===== config.mk =====
export PLATFORM = sky130hd
export DESIGN_NAME = aibcr3aux_osc_div
export DESIGN_NICKNAME = d
export VERILOG_FILES = /design/src/rtl/aibcr3aux_osc_div.sv
export SDC_FILE = /design/constraint.sdc
export NUM_CORES = 1
export LEC_CHECK = 0
export ABC_AREA = 1
export ABC_CLOCK_PERIOD_IN_PS = 1700
export BUFFER_PORTS_ARGS = -buffer_cell sky130_fd_sc_hd__buf_2
export CAP_MARGIN = 0
export CELL_PAD_IN_SITES_DETAIL_PLACEMENT = 0
export CELL_PAD_IN_SITES_GLOBAL_PLACEMENT = 1
export CORE_UTILIZATION = 39
export DETAILED_ROUTE_END_ITERATION = 10
export HOLD_SLACK_MARGIN = 0.06
export PLACE_DENSITY_LB_ADDON = 0.1
export SYNTH_ARGS = -nofsm -noshare
export SYNTH_HDL_FRONTEND = slang
export SYNTH_SLANG_ARGS = --single-unit

===== constraint.sdc =====
create_clock -name cp -period 1.7 [get_ports cp]
set_input_delay 0.085 -clock cp [delete_from_list [all_inputs] [get_ports cp]]
set_output_delay 0.085 -clock cp [all_outputs]
set_load 0.05 [all_outputs]

===== src/rtl/aibcr3aux_osc_div.sv =====
// Scannable programmable divider for the aux oscillator clock: a synchronised enable
// produces a glitch-free divided clock and a rise-aligned tick.
module aibcr3aux_osc_div #(
    parameter int CNT_W = 4
) (
    input  logic             cp,
    input  logic             cdn,
    inout  wire              vbb,
    inout  wire              vdd,
    inout  wire              vpp,
    inout  wire              vss,
    input  logic             en,
    input  logic [CNT_W-1:0] div_sel,
    input  logic             se_n,
    input  logic             si,
    output logic             clk_div,
    output logic             div_tick,
    output logic             so
);

    localparam logic [1:0] IDLE = 2'b00;
    localparam logic [1:0] RUN  = 2'b01;
    localparam logic [1:0] STOP = 2'b10;

    logic             sync0;
    logic             sync1;
    logic [1:0]       state;
    logic [CNT_W-1:0] shadow;
    logic [CNT_W-1:0] counter;

    logic [1:0]       state_nx;
    logic [CNT_W-1:0] shadow_nx;
    logic [CNT_W-1:0] counter_nx;
    logic             clk_div_nx;
    logic             div_tick_nx;
    logic             en_s;
    logic             terminal;

    logic unused_supply;
    assign unused_supply = ^{vbb, vdd, vpp, vss};

    assign en_s     = sync1;
    assign terminal = (counter == shadow);
    assign so       = clk_div;

    // A high phase always runs to its terminal count before the divider stops.
    always_comb begin
        state_nx    = state;
        shadow_nx   = shadow;
        counter_nx  = counter;
        clk_div_nx  = clk_div;
        div_tick_nx = 1'b0;
        case (state)
            IDLE: begin
                counter_nx = '0;
                clk_div_nx = 1'b0;
                if (en_s) begin
                    shadow_nx = div_sel;
                    state_nx  = RUN;
                end
            end
            RUN: begin
                if (!en_s && !clk_div) begin
                    counter_nx = '0;
                    state_nx   = IDLE;
                end else if (terminal) begin
                    counter_nx = '0;
                    if (!en_s) begin
                        clk_div_nx = 1'b0;
                        state_nx   = IDLE;
                    end else begin
                        clk_div_nx  = ~clk_div;
                        div_tick_nx = ~clk_div;
                        shadow_nx   = div_sel;
                    end
                end else begin
                    counter_nx = counter + CNT_W'(1);
                    if (!en_s) begin
                        state_nx = STOP;
                    end
                end
            end
            STOP: begin
                if (terminal) begin
                    counter_nx = '0;
                    clk_div_nx = 1'b0;
                    state_nx   = IDLE;
                end else begin
                    counter_nx = counter + CNT_W'(1);
                end
            end
            default: begin
                counter_nx = '0;
                clk_div_nx = 1'b0;
                state_nx   = IDLE;
            end
        endcase
    end

    // Scan chain: si, sync0, sync1, state[0], state[1], shadow[0..], counter[0..], div_tick, clk_div.
    always_ff @(posedge cp or negedge cdn) begin
        if (!cdn) begin
            sync0    <= 1'b0;
            sync1    <= 1'b0;
            state    <= IDLE;
            shadow   <= '0;
            counter  <= '0;
            div_tick <= 1'b0;
            clk_div  <= 1'b0;
        end else if (!se_n) begin
            sync0    <= si;
            sync1    <= sync0;
            state    <= {state[0], sync1};
            shadow   <= {shadow[CNT_W-2:0], state[1]};
            counter  <= {counter[CNT_W-2:0], shadow[CNT_W-1]};
            div_tick <= counter[CNT_W-1];
            clk_div  <= div_tick;
        end else begin
            sync0    <= en;
            sync1    <= sync0;
            state    <= state_nx;
            shadow   <= shadow_nx;
            counter  <= counter_nx;
            div_tick <= div_tick_nx;
            clk_div  <= clk_div_nx;
        end
    end

endmodule


==> reports/results.tsv, run 1 <==
stage	metric	value	unit
sta	rsz0062_at_grt	no	
logic_synthesis	synth_area	897	µm²
clock_network	htreeDepth	1	
finish	drive_gt1_frac	0.211	
logic_synthesis	yosysSeqAreaShare	0.391	
sta	finalClockSkew	0.000321	ns
worst_setup_path	critPathCaptureType	flop	
logic_synthesis	syn_avg_cell_area	7.54	µm²
clock_network	cts_sinks	14	
finish	final-seq-area	350	µm²
finish	fin_util	0.467	
grt	grt-ovfl-total	0	
placed_design	place.gp.congestion	0.751	
clock_network	cts_setup_buffers	0	
job	max_cap_viol_count	0	
routing	drcViolationCount	0	
sta	timing.final.crit_share	0.818	
logic_synthesis	yosys.cell_types.count	23	
grt	grtUsageTotal	0.166	
die	dieArea	2500	µm²
sta	finalHoldViolCount	0	
min_path	hp-class	in -> reg	
grt	grt_pass1_wl	2.92	mm
clock_network	clkTransAtPathRegs	0.08	ns
clock_network	clockRootBuffer	clkbuf_4	
logic_synthesis	synth_flop_cell	dfrtp_1	
routing	routedWlPerCell	11.0	µm
clock_network	cts_tree	done	
finish	fillCellCount	227	
grt	antenna_found_initial	0	
sta	min_period	1.39	ns
die	die_w	50.0	µm
run_status	status	completed	
placed_design	hpwlAfterDp	1.34	mm
die	initial_core_util	0.409	
sta	finalSetupViolCount	0	
power_and_ir_drop	power_density	1360	nW/µm²
sta	drv_slew	0	
power_and_ir_drop	max-vdd-ir-drop	0.589	mV
routing	viasPerCell	4.70	
logic_synthesis	async_flop_share	1.00	
worst_setup_path	startpoint_type	flop	
sta	maxSlewHeadroom	0.764	
sta	tns	0	ns
logic_synthesis	synth_edf_count	0	
worst_setup_path	worst_ep_arrival_time	1.57	ns
routing	vias	756	
logic_synthesis	synth_nets	136	
placed_design	io_buffers	11	
sta	tightest_slew	0.354	ns
worst_setup_path	cp-startpoint	state[1]	
routing	ant_nets	0	
die	die_h	50.0	µm
finish	nets	152	
sta	timing.fmax	719	MHz
clock_network	numCtsBuffers	3	
die	io_pins	16	
routing	first_iter_violations	13	
clock_network	clock_latency	0.28	ns
logic_synthesis	netlist_instances	119	
clock_network	cts_max_path_buffers	2	
sta	untimed_endpoints	4	
finish	multiInputGateArea	465	µm²
worst_setup_path	critPathKind	reg -> reg	
grt	grt_pass1_vias	629	
logic_synthesis	synth_seq_cells	14	
logic_synthesis	ys_warn_count	0	
die	core	2190	µm²
routing	wirelength	1.78	mm
finish	syn_to_final_growth	13.9	%
routing	drt-pass1-iter-count	4	
worst_setup_path	crit_required	1.88	ns
worst_setup_path	crit_fanout	4	
min_path	hold_start	div_sel[0]	
grt	grt_max_degree	20	
die	row_count	17	
finish	antenna_cells	0	
power_and_ir_drop	power_leakage	0.549	nW
worst_setup_path	r2r-start	state[1]	
## cells by family after synthesis
logic type / Yosys count / share of synthesized area
compound gates: 15 / 0.105
xor+xnor: 2 / 0.0195
fa+ha+maj: 4 / 0.0558
simple gates: 64 / 0.339
buf+inv: 20 / 0.0907
flops: 14 / 0.391
## report_power, final
group	total, mW	internal, mW	switching [mW]
combinational	0.673	0.239	0.434
sequential	0.528	0.426	0.102
clock	0.193	0.0823	0.110
total	1.39	0.748	0.646
## final timing paths
path | end | slack (ns) | cells past startpoint
max reg2reg | state[1] | 0.31 | 9
min in group asynchronous | div_tick | 0.23 | 2
min | shadow[0] | 0.14 | 5
max | state[1] | 0.31 | 9
max in group asynchronous | counter[1] | 1.22 | 2
min reg2reg | en_s | 0.35 | 0
## timing repair
action	4_1_cts	5_1_grt
hold buffers	3	0
gates resized for setup	0	0
hold endpoints to repair	15	0
## state kept, by name (all words and copies together), names as in the netlist
signal    count
div_tick      1
counter       4
en_s          1
shadow        4
sync0         1
state         2
clk_div       1
## cell usage after synthesis (2+ instances only)
cell / count / share of area
o21ai_1: 5 / 0.028
nand2_2: 3 / 0.021
nor2_4: 2 / 0.025
inv_2: 3 / 0.013
a21oi_1: 2 / 0.011
inv_1: 13 / 0.054
nand2_1: 42 / 0.18
o21ai_0: 4 / 0.022
xor2_1: 2 / 0.020
ha_1: 4 / 0.056
nor2_1: 3 / 0.013
nand2_4: 2 / 0.025
nand3_1: 10 / 0.056
buf_2: 2 / 0.011
dfrtp_1: 14 / 0.39
## through the flow
stage               cell area (µm²)  hold WS [ns]  std cells  setup slack, ns  total power, mW
finish                         1020         0.142        161            0.310             1.39
floorplan                       897        -0.211        119            0.355             1.07
global route                   1020         0.183        161            0.118             1.52
detailed placement              970       0.00824        155            0.297             1.21
global placement                970       0.00314        155            0.336             1.19
CTS                            1020         0.139        161            0.281             1.41
## cells in the final DEF, fill, tap and decap left out, drive strengths merged, types with 2 or more instances in the layout
| cell type | n |
|---|---|
| xor2 | 2 |
| nand3 | 11 |
| a21oi | 3 |
| buf | 11 |
| clkbuf | 3 |
| o21ai | 10 |
| inv | 16 |
| ha | 4 |
| dlygate4sd3 | 3 |
| dfrtp | 14 |
| nor2 | 5 |
| nand2 | 47 |
## cell type report
| class | count | share of cell area |
|---|---|---|
| sequential | 14 | 0.343 |
| tap | 28 | 0.0343 |
| multi-input combinational | 85 | 0.455 |
| inverter | 17 | 0.0624 |
| clock buffer | 3 | 0.0220 |
| timing repair buffer | 14 | 0.0832 |
## routing by layer
layer,GRT usage,up-vias,share of wire
li1,-,401,-
met1,0.228,332,0.49
met2,0.234,18,0.44
met3,0.0278,5,0.046
met4,0.114,0,0.026
met5,0,-,0
## critical path, stage by stage, from the launching register on
cell	delay, ns
dfrtp_1	0.44
inv_1	0.12
ha_1	0.17
nand2_1	0.07
nor2_1	0.15
a21oi_1	0.07
nand2_2	0.10
clkinv_1	0.06
nand2_1	0.05
nand2_1	0.05
No activity file was read; power rests on OpenSTA's default activity.
==> run 2, diff against run 1 <==
--- a/config.mk
+++ b/config.mk
@@ -6,7 +6,7 @@
 export NUM_CORES = 1
 export LEC_CHECK = 0
 export ABC_AREA = 1
-export ABC_CLOCK_PERIOD_IN_PS = 1700
+export ABC_CLOCK_PERIOD_IN_PS = 1400
 export BUFFER_PORTS_ARGS = -buffer_cell sky130_fd_sc_hd__buf_2
 export CAP_MARGIN = 0
 export CELL_PAD_IN_SITES_DETAIL_PLACEMENT = 0
==> constraint.sdc (replaced) <==
create_clock -name cp -period 1.4 [get_ports cp]
set_input_delay 0.07 -clock cp [delete_from_list [all_inputs] [get_ports cp]]
set_output_delay 0.07 -clock cp [all_outputs]
set_load 0.05 [all_outputs]
==> run 2 against run 1 <==
Critical path depth unchanged; power increased by 31%; register-to-register slack got worse by 0.22 ns; via count increased by 0.40%; critical path type unchanged; highest routed layer unchanged.
==> reports/results.tsv, run 2 (synthesis results as in run 1) <==
stage	metric	value	unit	change
run_status	status	completed		unchanged
sta	finalSetupViolCount	0		unchanged
job	max_cap_viol_count	0		unchanged
routing	wirelength	1.83	mm	was 1.78 mm
sta	tightest_slew	0.319	ns	was 0.354 ns
die	initial_core_util	0.409		unchanged
finish	drive_gt1_frac	0.270		was 0.211
min_path	hp-class	in -> reg		unchanged
grt	use_met1	0.220		was 0.228
grt	grt-ovfl-total	0		unchanged
power_and_ir_drop	combPwrFrac	0.491		was 0.483
finish	stdcell_count	165		was 161
sta	fin_ws	0.0901	ns	was 0.310 ns
power_and_ir_drop	max-vdd-ir-drop	0.798	mV	was 0.589 mV
finish	multiInputGateArea	475	µm²	was 465 µm²
grt	top_usage_layer	met2		unchanged
finish	layout_commonest_cell	nand2_1		unchanged
sta	min_period	1.31	ns	was 1.39 ns
routing	ant_nets	0		unchanged
clock_network	cts_tree	done		unchanged
power_and_ir_drop	p_sw_frac	0.446		was 0.464
clock_network	numCtsBuffers	3		unchanged
grt	met3_usage	0.0370		was 0.0278
die	core	2190	µm²	unchanged
finish	final-seq-area	350	µm²	unchanged
routing	routedWlPerCell	11.1	µm	was 11.0 µm
grt	grt_pass1_vias	704		was 629
routing	drcViolationCount	0		unchanged
sta	maxSlewHeadroom	0.787		was 0.764
worst_setup_path	worst_ep_arrival_time	1.49	ns	was 1.57 ns
placed_design	place_worst_setup_slack	0.0991	ns	was 0.297 ns
placed_design	hpwlAfterDp	1.42	mm	was 1.34 mm
clock_network	htreeDepth	1		unchanged
finish	fin_util	0.488		was 0.467
power_and_ir_drop	pwr-share-seq	0.346		was 0.379
grt	use_met2	0.248		was 0.234
worst_setup_path	cpPeakStageDelay	0.42	ns	was 0.44 ns
worst_setup_path	slowest_stage	dfrtp_1		unchanged
finish	syn_to_final_growth	19.1	%	was 13.9%
clock_network	clock_latency	0.28	ns	about the same
sta	finalClockSkew	0.00319	ns	was 0.000321 ns
die	io_pins	16		unchanged
finish	largestRegisters	counter: 4 flops, shadow: 4 flops, state: 2 flops		unchanged
worst_setup_path	crit_fanout	7		was 4
die	die_h	50.0	µm	unchanged
sta	rsz0062_at_grt	yes		was no
finish	final_cell_mix	nand2_1, dfrtp_1, inv_1, buf_2, nand3_1		unchanged
die	row_count	17		unchanged
grt	grt_pass1_wl	3.03	mm	was 2.92 mm
finish	antenna_cells	0		unchanged
clock_network	cts_sinks	14		unchanged
worst_setup_path	timing.critical_path.mode_cell	nand2_1		unchanged
sta	drv_slew	0		unchanged
sta	timing.hold.ws	0.133	ns	was 0.142 ns
clock_network	clockRootBuffer	clkbuf_4		unchanged
sta	finalHoldViolCount	0		unchanged
worst_setup_path	crit_required	1.58	ns	was 1.88 ns
routing	drt-pass1-iter-count	4		unchanged
worst_setup_path	startpoint_type	flop		unchanged
power_and_ir_drop	power_density	1700	nW/µm²	was 1360 nW/µm²
routing	viasPerCell	4.60		was 4.70
sta	untimed_endpoints	4		unchanged
routing	first_iter_violations	9		was 13
finish	fillCellCount	223		was 227
clock_network	cts_max_path_buffers	2		unchanged
worst_setup_path	critPathBufInv	1		was 2
sta	timing.fmax	763	MHz	was 719 MHz
grt	antenna_found_initial	0		unchanged
worst_setup_path	crit_chain	inv_1, nand2_1, nand2_1, nor2_4, nand3b_2, nand2_4, nand2_4, nand2_1, nand2_1		was inv_1, ha_1, nand2_1, nor2_1, a21oi_1, nand2_2, clkinv_1, nand2_1, nand2_1
placed_design	place.gp.congestion	0.776		was 0.751
clock_network	clkTransAtPathRegs	0.09	ns	was 0.08 ns
grt	grtUsageTotal	0.166		about the same
finish	nets	155		was 152
power_and_ir_drop	power_leakage	0.569	nW	was 0.549 nW
worst_setup_path	critPathKind	reg -> reg		unchanged
die	dieArea	2500	µm²	unchanged
power_and_ir_drop	p_switching	0.813	mW	was 0.646 mW
grt	grt_max_degree	15		was 20
placed_design	dp.cells	157		was 155
die	die_w	50.0	µm	unchanged
sta	tns	0	ns	unchanged
routing	vias	759		was 756
power_and_ir_drop	p_clk_frac	0.163		was 0.138
sta	timing.final.crit_share	0.936		was 0.818
worst_setup_path	critPathCaptureType	flop		unchanged
power_and_ir_drop	p_int	1.01	mW	was 0.748 mW
worst_setup_path	critical_path.top_delay_family	simple AND/OR/NAND/NOR gates		was flip-flops
placed_design	io_buffers	11		unchanged
## run 2: cell types whose count changed in the layout (fill, tap and decap cells not counted)
cell | before | now
ha_2 | 0 | 1
nor2_2 | 0 | 1
nand2_2 | 3 | 5
inv_1 | 13 | 12
nand2_1 | 42 | 40
clkbuf_8 | 0 | 1
ha_1 | 4 | 3
buf_4 | 0 | 3
nor2_1 | 3 | 2
inv_2 | 3 | 4
## run 2: timing repair
action                                  CTS  global route
setup buffers                             0             1
endpoints found under the setup margin    0             4
hold endpoints to repair                 15             0
hold buffers                              3             0
resized for setup                         0             5
## run 2: path summary, 6_finish.rpt
check	from	end	slack (ns)	cells after the start
worst max-delay path	counter[1]	shadow[2]	0.09	9
worst min-delay path	div_sel[1]	shadow[1]	0.13	5
worst max register to register	counter[1]	shadow[2]	0.09	9
worst min register to register	sync0	en_s	0.36	0
max in group asynchronous	cdn	shadow[0]	0.95	2
min in group asynchronous	cdn	state[0]	0.21	2
## run 2: stage by stage
stage | total power, mW | area [µm²]
6_report | 1.82 | 1070
5_1_grt | 1.97 | 1070
4_1_cts | 1.79 | 1050
3_5_place_dp | 1.49 | 985
3_3_place_gp | 1.47 | 985
2_1_floorplan | 1.30 | 897
## run 2: cell type report
type | count | area share
clock buffers | 4 | 0.0340
repair buffers | 17 | 0.101
inverters | 17 | 0.0597
flip-flops and latches | 14 | 0.328
multi-input cells | 85 | 0.445
well taps | 28 | 0.0328
## run 2: worst min-delay path, cell delays in order
cell and delay (ns):
buf_2 0.08, nand2_1 0.04, o21ai_0 0.06, nand3_1 0.07, nand2_1 0.07
## run 2: power by group through the flow
| stage | clock [mW] | combinational, mW | sequential (mW) |
|---|---|---|---|
| after floorplan | 0 | 0.651 | 0.652 |
| after global placement | 0 | 0.838 | 0.630 |
| after detailed placement | 0 | 0.850 | 0.637 |
| after CTS | 0.305 | 0.860 | 0.629 |
| after global routing | 0.327 | 1.00 | 0.646 |
| final | 0.298 | 0.894 | 0.629 |
## run 2: routing by layer
layer  wire (µm)  up-vias
li1            -      403
met1         962      341
met2         802       13
met3          48        2
met4          17        0
met5           0        -
